File: config.mk
export PLATFORM = sky130hd
export DESIGN_NAME = jt4701_quadn
export DESIGN_NICKNAME = d
export VERILOG_FILES = /design/src/rtl/jt4701_quadn.sv
export SDC_FILE = /design/constraint.sdc
export NUM_CORES = 1
export LEC_CHECK = 0
export BUFFER_PORTS_ARGS = -buffer_cell sky130_fd_sc_hd__buf_2
export CORE_ASPECT_RATIO = 0.7
export CORE_MARGIN = 4
export CORE_UTILIZATION = 50
export DETAILED_ROUTE_END_ITERATION = 6
export MAX_ROUTING_LAYER = met4
export PLACE_DENSITY = 0.67
export SLEW_MARGIN = 20
export SYNTH_ARGS = -nofsm -noshare
export SYNTH_HDL_FRONTEND = slang
export SYNTH_SLANG_ARGS = --single-unit
File: constraint.sdc
create_clock -name clk -period 4.4 [get_ports clk]
set_input_delay 1.32 -clock clk [delete_from_list [all_inputs] [get_ports clk]]
set_output_delay 1.32 -clock clk [all_outputs]
set_load 0.02 [all_outputs]
File: src/rtl/jt4701_quadn.sv
`default_nettype none
// ---------------------------------------------------------------------------
// jt4701_quadn : N-channel x4 quadrature counter with glitch filter and a
// tear-free read snapshot. Define JTFRAME_QUADCNT_SAT_EN to saturate counts.
// Rev 1.0
// ---------------------------------------------------------------------------
module jt4701_quadn #(
  parameter int CH     = 2,
  parameter int CW     = 12,
  parameter int FILTER = 3,
  localparam int SW    = (CH > 1) ? $clog2(CH) : 1
) (
  input  logic          clk,
  input  logic          rstn,
  input  logic [CH-1:0] qa,
  input  logic [CH-1:0] qb,
  input  logic [CH-1:0] ch_rst,
  input  logic          csn,
  input  logic          uln,
  input  logic [SW-1:0] ch_sel,
  output logic [7:0]    dout,
  output logic          cfn,
  output logic          dir
);

`ifdef JTFRAME_QUADCNT_SAT_EN
  localparam bit SAT = 1'b1;
`else
  localparam bit SAT = 1'b0;
`endif

  logic [1:0]    r_s1   [CH];
  logic [1:0]    r_s2   [CH];
  logic [1:0]    r_prev [CH];
  logic [1:0]    w_acc  [CH];
  logic [CW-1:0] r_cnt  [CH];
  logic [CW-1:0] r_snap [CH];
  logic [CW-1:0] w_nxt  [CH];
  logic [CH-1:0] r_flag, r_err, r_dir;
  logic [CH-1:0] w_up, w_dn, w_bad, w_chg;
  logic          r_csn, r_rd_up, r_cfn, r_dir_o;
  logic [SW-1:0] r_rd_ch;
  logic [7:0]    r_dout;
  logic          w_fall, w_rise;
  logic [CW-1:0] w_src;
  logic          w_err_s, w_flag_s, w_dir_s;

  assign w_fall = ~csn & r_csn;
  assign w_rise = csn & ~r_csn;

  // Position of {A,B} along the up sequence 00,10,11,01
  function automatic logic [1:0] gidx(input logic [1:0] v);
    return {v[0], v[1] ^ v[0]};
  endfunction

  genvar gi;
  generate
    for (gi = 0; gi < CH; gi++) begin : g_ch
      if (FILTER > 0) begin : g_filt
        localparam int FW = $clog2(FILTER + 1) + 1;
        logic [1:0]    r_acc, r_cand;
        logic [FW-1:0] r_fcnt;
        logic [FW-1:0] w_held;
        assign w_held = (r_s2[gi] == r_cand) ? r_fcnt + 1'b1 : FW'(1);
        always_ff @(posedge clk or negedge rstn) begin
          if (!rstn) begin
            r_acc  <= 2'b00;
            r_cand <= 2'b00;
            r_fcnt <= '0;
          end else begin
            r_cand <= r_s2[gi];
            if (r_s2[gi] == r_acc) begin
              r_fcnt <= '0;
            end else if (w_held >= FW'(FILTER)) begin
              r_acc  <= r_s2[gi];
              r_fcnt <= '0;
            end else begin
              r_fcnt <= w_held;
            end
          end
        end
        assign w_acc[gi] = r_acc;
      end else begin : g_nofilt
        assign w_acc[gi] = r_s2[gi];
      end
    end
  endgenerate

  always_comb begin
    w_up  = '0;
    w_dn  = '0;
    w_bad = '0;
    w_chg = '0;
    for (int i = 0; i < CH; i++) begin
      w_nxt[i] = r_cnt[i];
      case (gidx(w_acc[i]) - gidx(r_prev[i]))
        2'd1:    w_up[i]  = 1'b1;
        2'd3:    w_dn[i]  = 1'b1;
        2'd2:    w_bad[i] = 1'b1;
        default: ;
      endcase
      if (w_up[i] && !(SAT && r_cnt[i] == '1)) begin
        w_nxt[i] = r_cnt[i] + 1'b1;
        w_chg[i] = 1'b1;
      end else if (w_dn[i] && !(SAT && r_cnt[i] == '0)) begin
        w_nxt[i] = r_cnt[i] - 1'b1;
        w_chg[i] = 1'b1;
      end
    end
  end

  // On the snapshot cycle read straight from the counter so data is valid one cycle after csn falls
  always_comb begin
    w_src    = '0;
    w_err_s  = 1'b0;
    w_flag_s = 1'b0;
    w_dir_s  = 1'b0;
    for (int i = 0; i < CH; i++) begin
      if (ch_sel == SW'(i)) begin
        w_src    = w_fall ? r_cnt[i] : r_snap[i];
        w_err_s  = r_err[i];
        w_flag_s = r_flag[i];
        w_dir_s  = r_dir[i];
      end
    end
  end

  always_ff @(posedge clk or negedge rstn) begin
    if (!rstn) begin
      for (int i = 0; i < CH; i++) begin
        r_s1[i]   <= 2'b00;
        r_s2[i]   <= 2'b00;
        r_prev[i] <= 2'b00;
        r_cnt[i]  <= '0;
        r_snap[i] <= '0;
      end
      r_flag  <= '0;
      r_err   <= '0;
      r_dir   <= '0;
      r_csn   <= 1'b1;
      r_rd_up <= 1'b0;
      r_rd_ch <= '0;
      r_dout  <= 8'h00;
      r_cfn   <= 1'b1;
      r_dir_o <= 1'b0;
    end else begin
      r_csn   <= csn;
      r_cfn   <= ~|r_flag;
      r_dir_o <= w_dir_s;
      if (!csn) begin
        r_rd_up <= uln;
        r_rd_ch <= ch_sel;
        r_dout  <= uln ? {w_err_s, w_flag_s, w_dir_s, 5'(w_src[CW-1:8])} : w_src[7:0];
      end
      for (int i = 0; i < CH; i++) begin
        r_s1[i]   <= {qa[i], qb[i]};
        r_s2[i]   <= r_s1[i];
        r_prev[i] <= w_acc[i];
        if (ch_rst[i]) begin
          r_cnt[i]  <= '0;
          r_snap[i] <= '0;
          r_flag[i] <= 1'b0;
          r_err[i]  <= 1'b0;
          r_dir[i]  <= 1'b0;
        end else begin
          r_cnt[i] <= w_nxt[i];
          if (w_up[i] || w_dn[i])
            r_dir[i] <= w_up[i];
          if (w_chg[i])
            r_flag[i] <= 1'b1;
          else if (w_rise)
            r_flag[i] <= 1'b0;
          if (w_bad[i])
            r_err[i] <= 1'b1;
          else if (w_rise && r_rd_up && r_rd_ch == SW'(i))
            r_err[i] <= 1'b0;
          if (w_fall)
            r_snap[i] <= r_cnt[i];
        end
      end
    end
  end

  assign dout = r_dout;
  assign cfn  = r_cfn;
  assign dir  = r_dir_o;

endmodule
`default_nettype wire

==> metrics, run 1 <==
antenna violations before repair=0; Initial Util=51.3%; number of max-slew violations in the final report=0; Clock Latency Late Sink=0.35 ns; Syn-to-layout area delta=9.76%; Setup crit end=r_cnt[10]$_DFFE_PN0P_; EDFF count, synth=0; Routed Antenna Nets=0; post-CTS setup buffers=0; # resized after CTS=0; CP endpoint kind=flip-flop; Avg Cell Area, Syn=10.5 sq um; max_slew headroom=42.5%; final WL=10,100 um; CTS Sinks=93; synth top area cells=dfrtp_1 46%, ha_1 6.0%, mux2i_1 5.6%; Crit path required time=4.67 ns; Gate Count Post-Synth=475; worst setup path category=reg2reg; RR Endpoint=r_cnt[10]$_DFFE_PN0P_; final worst path period share=82.8%; WHS=0.355 ns; chip width=127 um; count leader, synth=dfrtp_1; drc violations=0; die area=11,700 sq um; Synth Cell Area=4990 sq um; Data arrival, critical path=3.91 ns; Synth Register Bits=93; H-tree levels=3; row count=30; Reg2Reg Depth=12; Critical path origin=g_ch[1].g_filt.r_acc[0]$_DFFE_PN0P_; I/O pin count=21; synth warn=0; first-pass GRT wire length=17,300 um; # setup viols final=0; Via density=5.72; worst reg2reg setup slack=0.75 ns; share of cells above drive strength 1=12.7%; Setup Skew=0.00691 ns; Inserted Clock Buffers=9; Final #Nets=528; First-pass DRT Iterations=5; Yosys top cell area share=45.7%; Slew @ Worst Pin=0.863 ns; TritonCTS clock tree=done; status=finished, final reports clean; Peak Freq=274 MHz; PortBufs=20; dpl hpwl=7210 um; asr flop ratio synth=100%; maximum number of pins on one net before global-route repair=69; DR iter-0 viols=198; vias in the first global route=3,430; biggest area consumer among synthesized cells=dfrtp_1; Worst Hold Class=reg2reg; Worst Setup Start Kind=flip-flop; Clock Root Buffer=clkbuf_16; Via Count=3,570; GP Congestion=0.879; Die Y=91.6 um; Core Box Area=9720 sq um; reg2reg start=g_ch[1].g_filt.r_acc[0]$_DFFE_PN0P_; Clock Tree Buf Depth=2; sequential area share after synthesis=46.7%; Max Cap Viol=0; clock-pin slew on the worst setup and hold paths=0.07 ns; drt wl/cell=16.2 um; Distinct cells, synth=52; Final Hold Fails=0; Antenna Cells=0; Remaining Overflow, GRT=0; list of most frequent post-synthesis cells=91 x dfrtp_1, 59 x nor2_1, 32 x a21oi_1; hold buffer count at cts=0; all-layer global routing usage=19.2%; RSZ-0062 raised after global routing=false; CP Max Fanout=13; fin crit period=3.65 ns; setup tns final=0 ns; Top FF cell, synth=dfrtp_1
-- cell usage in the layout, fill, tap and decap left out, types with 12 or more instances in the layout --
cell type / synthesis / layout
dfrtp_1: 91 / 91
nor2_1: 59 / 59
a21oi_1: 32 / 32
nand2_1: 29 / 29
mux2i_1: 28 / 28
ha_1: 24 / 24
inv_1: 20 / 20
buf_2: 0 / 19
xor2_1: 12 / 12
nor3_1: 12 / 12
o21ai_0: 12 / 12
-- registers in the layout, summed over array words and instances, names as in the netlist --
name	flops
r_flag	2
r_dir	2
r_prev	4
g_ch.g_filt.r_cand	4
r_cnt	24
r_err	2
r_s2	4
cfn	1
g_ch.g_filt.r_fcnt	6
r_csn	1
g_ch.g_filt.r_acc	4
r_s1	4
r_snap	24
dir	1
r_rd_ch	1
r_rd_up	1
dout	8
-- how the worst min path moves through the flow --
stage                                 start           endpoint  slack (ns)  depth (start not counted)
after global placement    r_s1[3]$_DFF_PN0_  r_s2[3]$_DFF_PN0_        0.33                          0
final                     r_s1[0]$_DFF_PN0_  r_s2[0]$_DFF_PN0_        0.35                          0
after CTS                 r_s1[2]$_DFF_PN0_  r_s2[2]$_DFF_PN0_        0.36                          0
after global routing      r_s1[2]$_DFF_PN0_  r_s2[2]$_DFF_PN0_        0.36                          0
after floorplan           r_s1[0]$_DFF_PN0_  r_s2[0]$_DFF_PN0_        0.33                          0
after detailed placement  r_s1[1]$_DFF_PN0_  r_s2[1]$_DFF_PN0_        0.34                          0
-- metal layers --
layer | wire length (um) | track usage (%) | vias up
met4 | 129 | 4.82 | 0
met5 | 0 | - | -
met2 | 4280 | 25.6 | 87
li1 | - | - | 1733
met1 | 5090 | 29.0 | 1734
met3 | 587 | 4.76 | 16
-- kinds of logic after synthesis --
family	count (synthesis)	synth area share [%]
simple gates	151	14.5
compound gates	94	12.5
flops	93	46.7
mux	45	11.3
buf+inv	43	4.26
fa+ha+maj	26	6.82
xor+xnor	22	3.86
other cells	1	0.0752
-- stage by stage --
stage	utilization, %	area, sq um	worst slack, ns	std cells
6_report	56.3	5470	0.755	624
5_1_grt	56.3	5470	0.428	624
4_1_cts	56.3	5470	0.744	624
3_5_place_dp	53.1	5160	0.772	608
3_3_place_gp	53.1	5160	0.784	608
2_1_floorplan	-	4990	1.25	476
-- cell type report --
cell class,instances,area (sq um)
fillers,802,4250
multi-input cells,340,2450
flip-flops and latches,93,2330
clock buffers,9,225
well taps,128,160
repair buffers,25,140
clock inverters,7,87.6
inverters,22,82.6
-- critical path: stages, from the launching register on --
cell       delay (ns)
dfrtp_1          0.44
xnor2_1          0.15
ha_1             0.31
clkinv_1         0.30
nand2b_1         0.53
inv_1            0.13
fa_1             0.41
nor2b_1          0.19
o21ai_0          0.15
a2111oi_0        0.55
or4_1            0.20
nand3_1          0.07
a21oi_1          0.15
Power of run 1 is left out: the tool's default activity adds up to more than one toggle a clock period on the data nets, which glitch-free logic cannot reach.
==> inputs of run 2 (changes only) <==
==> constraint.sdc (replaced) <==
create_clock -name clk -period 3.65 [get_ports clk]
set_input_delay 1.095 -clock clk [delete_from_list [all_inputs] [get_ports clk]]
set_output_delay 1.095 -clock clk [all_outputs]
set_load 0.02 [all_outputs]
==> run 2 against run 1 <==
Against the previous run:
- register-to-register slack got worse by 0.45 ns
- first-iteration DRC count is 12% higher
- sequential cell count is the same
- die area is the same
- cell count up 0.64%
- clock skew rose by 0.00084 ns
- design area is 0.50% higher
- global-route usage rose by 0.46 points
- critical path type unchanged
- critical endpoint is now r_cnt[11]$_DFFE_PN0P_
- largest cell class unchanged
==> metrics, run 2 (same netlist as run 1, synthesis figures left out) <==
Hold Path Sink=r_s2[1]$_DFF_PN0_ (was r_s2[0]$_DFF_PN0_); Final Cell Area=5500 sq um (was 5470 sq um); Final Hold Fails=0 (unchanged); maximum number of pins on one net before global-route repair=52 (was 69); CP delay by family, top=compound AO/OA/AOI/OAI gates (was simple AND/OR/NAND/NOR gates); Initial Util=51.3% (unchanged); Peak Freq=299 MHz (was 274 MHz); Worst Setup Start Kind=flip-flop (unchanged); # resized after CTS=0 (unchanged); first-pass GRT wire length=17,400 um (was 17,300 um); row count=30 (unchanged); Worst Hold Class=reg2reg (unchanged); max_slew headroom=51.9% (was 42.5%); final worst path period share=91.7% (was 82.8%); all-layer global routing usage=19.6% (was 19.2%); antenna violations before repair=0 (unchanged); Via Count=3,599 (was 3,570); CP Max Fanout=9 (was 13); Final #Nets=532 (was 528); depth of the worst hold-timing path=0 (unchanged); drt wl/cell=16.6 um (was 16.2 um); die area=11,700 sq um (unchanged); status=finished, final reports clean (unchanged); TritonCTS clock tree=done (unchanged); Crit path required time=3.88 ns (was 4.67 ns); Routed Antenna Nets=0 (unchanged); PortBufs=20 (unchanged); setup tns final=0 ns (unchanged); worst reg2reg setup slack=0.30 ns (was 0.75 ns); Via density=5.73 (was 5.72); Inserted Clock Buffers=9 (unchanged); Data arrival, critical path=3.57 ns (was 3.91 ns); share of cells above drive strength 1=13.2% (was 12.7%); H-tree levels=3 (unchanged); number of max-slew violations in the final report=0 (unchanged); clock-pin slew on the worst setup and hold paths=0.06 ns (was 0.07 ns); Clock Latency Late Sink=0.35 ns (about the same); vias in the first global route=3,346 (was 3,430); cell chain of the critical path=xnor2_1 > ha_1 > xnor2_1 > xnor2_1 > nand2b_1 > buf_4 > ha_1 > a21oi_1 > o211ai_1 > o211ai_1 > o31ai_1 > mux2_2 > mux2_4 (was xnor2_1 > ha_1 > clkinv_1 > nand2b_1 > inv_1 > fa_1 > nor2b_1 > o21ai_0 > a2111oi_0 > or4_1 > nand3_1 > a21oi_1); dpl hpwl=7590 um (was 7210 um); commonest cells after routing, fill and taps aside=91 x dfrtp_1, 59 x nor2_1, 32 x a21oi_1 (unchanged); Crit path largest cell delay=0.44 ns (was 0.55 ns); CTS Sinks=93 (unchanged); hold buffer count at cts=0 (unchanged); reg2reg start=g_ch[1].g_filt.r_acc[0]$_DFFE_PN0P_ (unchanged); RSZ-0062 raised after global routing=false (unchanged); Clock Tree Buf Depth=2 (unchanged); drc violations=0 (unchanged); Clock Root Buffer=clkbuf_16 (unchanged); worst setup path category=reg2reg (unchanged); Area after DPL=5200 sq um (was 5160 sq um); Syn-to-layout area delta=10.3% (was 9.76%); final WL=10,500 um (was 10,100 um); CP bufs+invs=1 (was 2); Antenna Cells=0 (unchanged); First-pass DRT Iterations=5 (unchanged); I/O pin count=21 (unchanged); Max Cap Viol=0 (unchanged); chip width=127 um (unchanged); Slew @ Worst Pin=0.704 ns (was 0.863 ns); RR Endpoint=r_cnt[11]$_DFFE_PN0P_ (was r_cnt[10]$_DFFE_PN0P_); Reg2Reg Depth=13 (was 12); fin crit period=3.35 ns (was 3.65 ns); Setup Skew=0.00775 ns (was 0.00691 ns); Core Box Area=9720 sq um (unchanged); GP Congestion=0.913 (was 0.879); Remaining Overflow, GRT=0 (unchanged); Die Y=91.6 um (unchanged); DR iter-0 viols=222 (was 198); # setup viols final=0 (unchanged); crit path max-delay cell type=dfrtp_1 (was a2111oi_0); most common cell after layout, fill and taps aside=dfrtp_1 (unchanged); HP Start=r_s1[1]$_DFF_PN0_ (was r_s1[0]$_DFF_PN0_); Top cell by count, worst path=xnor2_1; post-CTS setup buffers=0 (unchanged); CP endpoint kind=flip-flop (unchanged)
==> run 2: changes by cell type in the layout (fill, tap and decap cells not counted), sizes merged <==
cell / change
inv: -1
clkbuf: +1
buf: +4
clkinvlp: +1
clkinv: -1
==> run 2: worst max-delay path by stage <==
stage | start | end | slack, ns | cells after the start
after floorplan | g_ch[1].g_filt.r_acc[0]$_DFFE_PN0P_ | r_cnt[11]$_DFFE_PN0P_ | 0.50 | 13
after global placement | g_ch[0].g_filt.r_acc[0]$_DFFE_PN0P_ | r_cnt[22]$_DFFE_PN0P_ | 0.41 | 12
after detailed placement | g_ch[1].g_filt.r_acc[0]$_DFFE_PN0P_ | r_cnt[11]$_DFFE_PN0P_ | 0.33 | 13
after CTS | g_ch[1].g_filt.r_acc[0]$_DFFE_PN0P_ | r_cnt[11]$_DFFE_PN0P_ | 0.31 | 13
after global routing | g_ch[1].g_filt.r_acc[0]$_DFFE_PN0P_ | r_cnt[11]$_DFFE_PN0P_ | 0.003 | 13
final | g_ch[1].g_filt.r_acc[0]$_DFFE_PN0P_ | r_cnt[11]$_DFFE_PN0P_ | 0.30 | 13
==> run 2: worst register-to-register path, cell delays in order (launching register included) <==
cell	delay, ns
dfrtp_1	0.44
xnor2_1	0.15
ha_1	0.21
xnor2_1	0.13
xnor2_1	0.21
nand2b_1	0.24
buf_4	0.21
ha_1	0.32
a21oi_1	0.35
o211ai_1	0.15
o211ai_1	0.12
o31ai_1	0.11
mux2_2	0.29
mux2_4	0.29
==> run 2: final cells by class <==
type                    instances  area, sq um
inverters                      22         82.6
clock inverters                 6         68.8
well taps                     128          160
fillers                       861         4220
repair buffers                 29          183
flip-flops and latches         93         2330
clock buffers                  10          229
multi-input cells             340         2450
==> run 2: metal layers <==
metal / wire length, um / vias to the layer above / track usage [%]
li1: - / 1746 / -
met1: 5350 / 1757 / 29.2
met3: 731 / 9 / 6.70
met5: 0 / - / -
met2: 4300 / 87 / 25.7
met4: 77 / 0 / 4.11
==> run 2: through the flow <==
step           instances  worst slack (ns)  util (%)  hold slack, ns
6_report             628             0.303      56.6           0.361
2_1_floorplan        476             0.504         -           0.331
5_1_grt              628           0.00339      56.6           0.371
3_5_place_dp         612             0.330      53.5           0.335
4_1_cts              628             0.311      56.6           0.363
3_3_place_gp         612             0.408      53.5           0.336
Power of run 2 is left out for the same reason.
==> inputs of run 3 (changes only) <==
--- a/config.mk
+++ b/config.mk
@@ -6,7 +6,7 @@
 export NUM_CORES = 1
 export LEC_CHECK = 0
 export BUFFER_PORTS_ARGS = -buffer_cell sky130_fd_sc_hd__buf_2
-export CORE_ASPECT_RATIO = 0.7
+export CORE_ASPECT_RATIO = 1.25
 export CORE_MARGIN = 4
 export CORE_UTILIZATION = 50
 export DETAILED_ROUTE_END_ITERATION = 6
==> run 3 against run 2 <==
Against the previous run:
- fmax is essentially flat
- hold slack lost 0.0094 ns
- register-to-register slack is essentially flat
- sequential share of layout area grew 0.077 points
- die area shrank 0.13%
- worst setup slack lost 0.0023 ns
- design area shrank 0.18%
- wire length shrank 2.2%
- core utilization grew 0.26 points
- first-iteration DRC count shrank 18%
- critical path depth is the same
- count of clock-buffer cells in the layout shrank 1
- critical endpoint unchanged
- largest cell class unchanged
==> metrics, run 3 (same netlist as run 1, synthesis figures left out) <==
status=finished, final reports clean (unchanged); Layout Utilization=56.9% (was 56.6%); Clock Tree Buf Depth=2 (unchanged); fin crit period=3.35 ns (about the same); DR iter-0 viols=183 (was 222); drt wl/cell=16.4 um (was 16.6 um); clock-pin slew on the worst setup and hold paths=0.07 ns (was 0.06 ns); Critical path origin=g_ch[1].g_filt.r_acc[0]$_DFFE_PN0P_ (unchanged); Filler Cells Inserted=850 (was 861); Peak Freq=299 MHz (about the same); Routed Antenna Nets=0 (unchanged); chip width=97.3 um (was 127 um); Inserted Clock Buffers=9 (unchanged); crit path max-delay cell type=dfrtp_1 (unchanged); GP Congestion=0.943 (was 0.913); CP endpoint kind=flip-flop (unchanged); maximum number of pins on one net before global-route repair=55 (was 52); first-pass GRT wire length=17,600 um (was 17,400 um); max_slew headroom=61.0% (was 51.9%); Crit path largest cell delay=0.44 ns (about the same); number of max-slew violations in the final report=0 (unchanged); Syn-to-layout area delta=10.1% (was 10.3%); Worst Setup Start Kind=flip-flop (unchanged); setup tns final=0 ns (unchanged); HP Start=r_s1[2]$_DFF_PN0_ (was r_s1[1]$_DFF_PN0_); I/O pin count=21 (unchanged); CP Max Fanout=9 (unchanged); Remaining Overflow, GRT=0 (unchanged); antenna violations before repair=0 (unchanged); Top cell by count, worst path=xnor2_1 (unchanged); cell chain of the critical path=xnor2_1 > ha_1 > xnor2_1 > xnor2_1 > nand2b_1 > buf_4 > ha_1 > a21oi_1 > o211ai_1 > o211ai_1 > o31ai_1 > mux2_2 > mux2_4 (unchanged); Clock Latency Late Sink=0.34 ns (was 0.35 ns); Final #Nets=531 (was 532); Core Box Area=9660 sq um (was 9720 sq um); commonest cells after routing, fill and taps aside=91 x dfrtp_1, 59 x nor2_1, 32 x a21oi_1 (unchanged); # resized after CTS=0 (unchanged); TritonCTS clock tree=done (unchanged); Antenna Cells=0 (unchanged); Crit path required time=3.87 ns (was 3.88 ns); RSZ-0062 raised after global routing=false (unchanged); Area after DPL=5190 sq um (was 5200 sq um); First-pass DRT Iterations=4 (was 5); CP delay by family, top=compound AO/OA/AOI/OAI gates (unchanged); final WL=10,200 um (was 10,500 um); final worst path period share=91.8% (was 91.7%); post-CTS setup buffers=0 (unchanged); PortBufs=20 (unchanged); Via Count=3,568 (was 3,599); Clock Root Buffer=clkbuf_16 (unchanged); Final Hold Fails=0 (unchanged); vias in the first global route=3,588 (was 3,346); share of cells above drive strength 1=13.1% (was 13.2%); reg2reg start=g_ch[1].g_filt.r_acc[0]$_DFFE_PN0P_ (unchanged); hold buffer count at cts=0 (unchanged); Setup Skew=0.00375 ns (was 0.00775 ns); Die Y=120 um (was 91.6 um); worst setup path category=reg2reg (unchanged); drc violations=0 (unchanged); Initial Util=51.6% (was 51.3%); H-tree levels=3 (unchanged); dpl hpwl=7430 um (was 7590 um); Slew @ Worst Pin=0.584 ns (was 0.704 ns); register area=2330 sq um (unchanged); area of the multi-input gates=2450 sq um (unchanged); Via density=5.72 (was 5.73); most common cell after layout, fill and taps aside=dfrtp_1 (unchanged); CTS Sinks=93 (unchanged); Max Cap Viol=0 (unchanged); CP bufs+invs=1 (unchanged); Data arrival, critical path=3.57 ns (about the same); row count=40 (was 30); all-layer global routing usage=19.2% (was 19.6%); Final Cell Area=5490 sq um (was 5500 sq um); die area=11,600 sq um (was 11,700 sq um); Worst Hold Class=reg2reg (unchanged); # setup viols final=0 (unchanged)
==> run 3: cell types whose count changed in the layout (fill, tap and decap cells not counted), sizes merged <==
cell and change:
inv -2, buf -1, clkbuf -1, clkinv +2
==> run 3: path summary, 6_finish.rpt <==
check | to | slack (ns) | depth (start not counted)
hold / removal | r_s2[2]$_DFF_PN0_ | 0.35 | 0
setup / recovery | r_cnt[11]$_DFFE_PN0P_ | 0.30 | 13
hold reg to reg | r_s2[2]$_DFF_PN0_ | 0.35 | 0
min in group asynchronous | g_ch[1].g_filt.r_fcnt[2]$_DFF_PN0_ | 0.72 | 1
setup reg to reg | r_cnt[11]$_DFFE_PN0P_ | 0.30 | 13
max in group asynchronous | dout[6]$_DFFE_PN0N_ | 2.26 | 2
==> run 3: metrics by stage <==
| stage | hold slack [ns] | worst slack (ns) | instances |
|---|---|---|---|
| floorplan | 0.331 | 0.504 | 476 |
| global placement | 0.331 | 0.388 | 609 |
| global route | 0.357 | 0.0153 | 624 |
| CTS | 0.352 | 0.276 | 624 |
| detailed placement | 0.336 | 0.332 | 609 |
| finish | 0.351 | 0.301 | 624 |
==> run 3: cell type report <==
| class | count | area share (%) |
|---|---|---|
| Clock buffer | 9 | 4.10 |
| Timing Repair Buffer | 28 | 3.19 |
| Inverter | 22 | 1.50 |
| Tap cell | 126 | 2.87 |
| Multi-Input combinational cell | 340 | 44.6 |
| Clock inverter | 6 | 1.32 |
| Sequential cell | 93 | 42.4 |
==> run 3: per-layer routing <==
| metal | global-route usage (%) | vias to the layer above | wire [um] |
|---|---|---|---|
| li1 | - | 1729 | - |
| met1 | 23.4 | 1776 | 4640 |
| met2 | 32.2 | 48 | 5220 |
| met3 | 2.67 | 15 | 172 |
| met4 | 8.05 | 0 | 191 |
| met5 | - | - | 0 |
Power of run 3 is left out for the same reason.
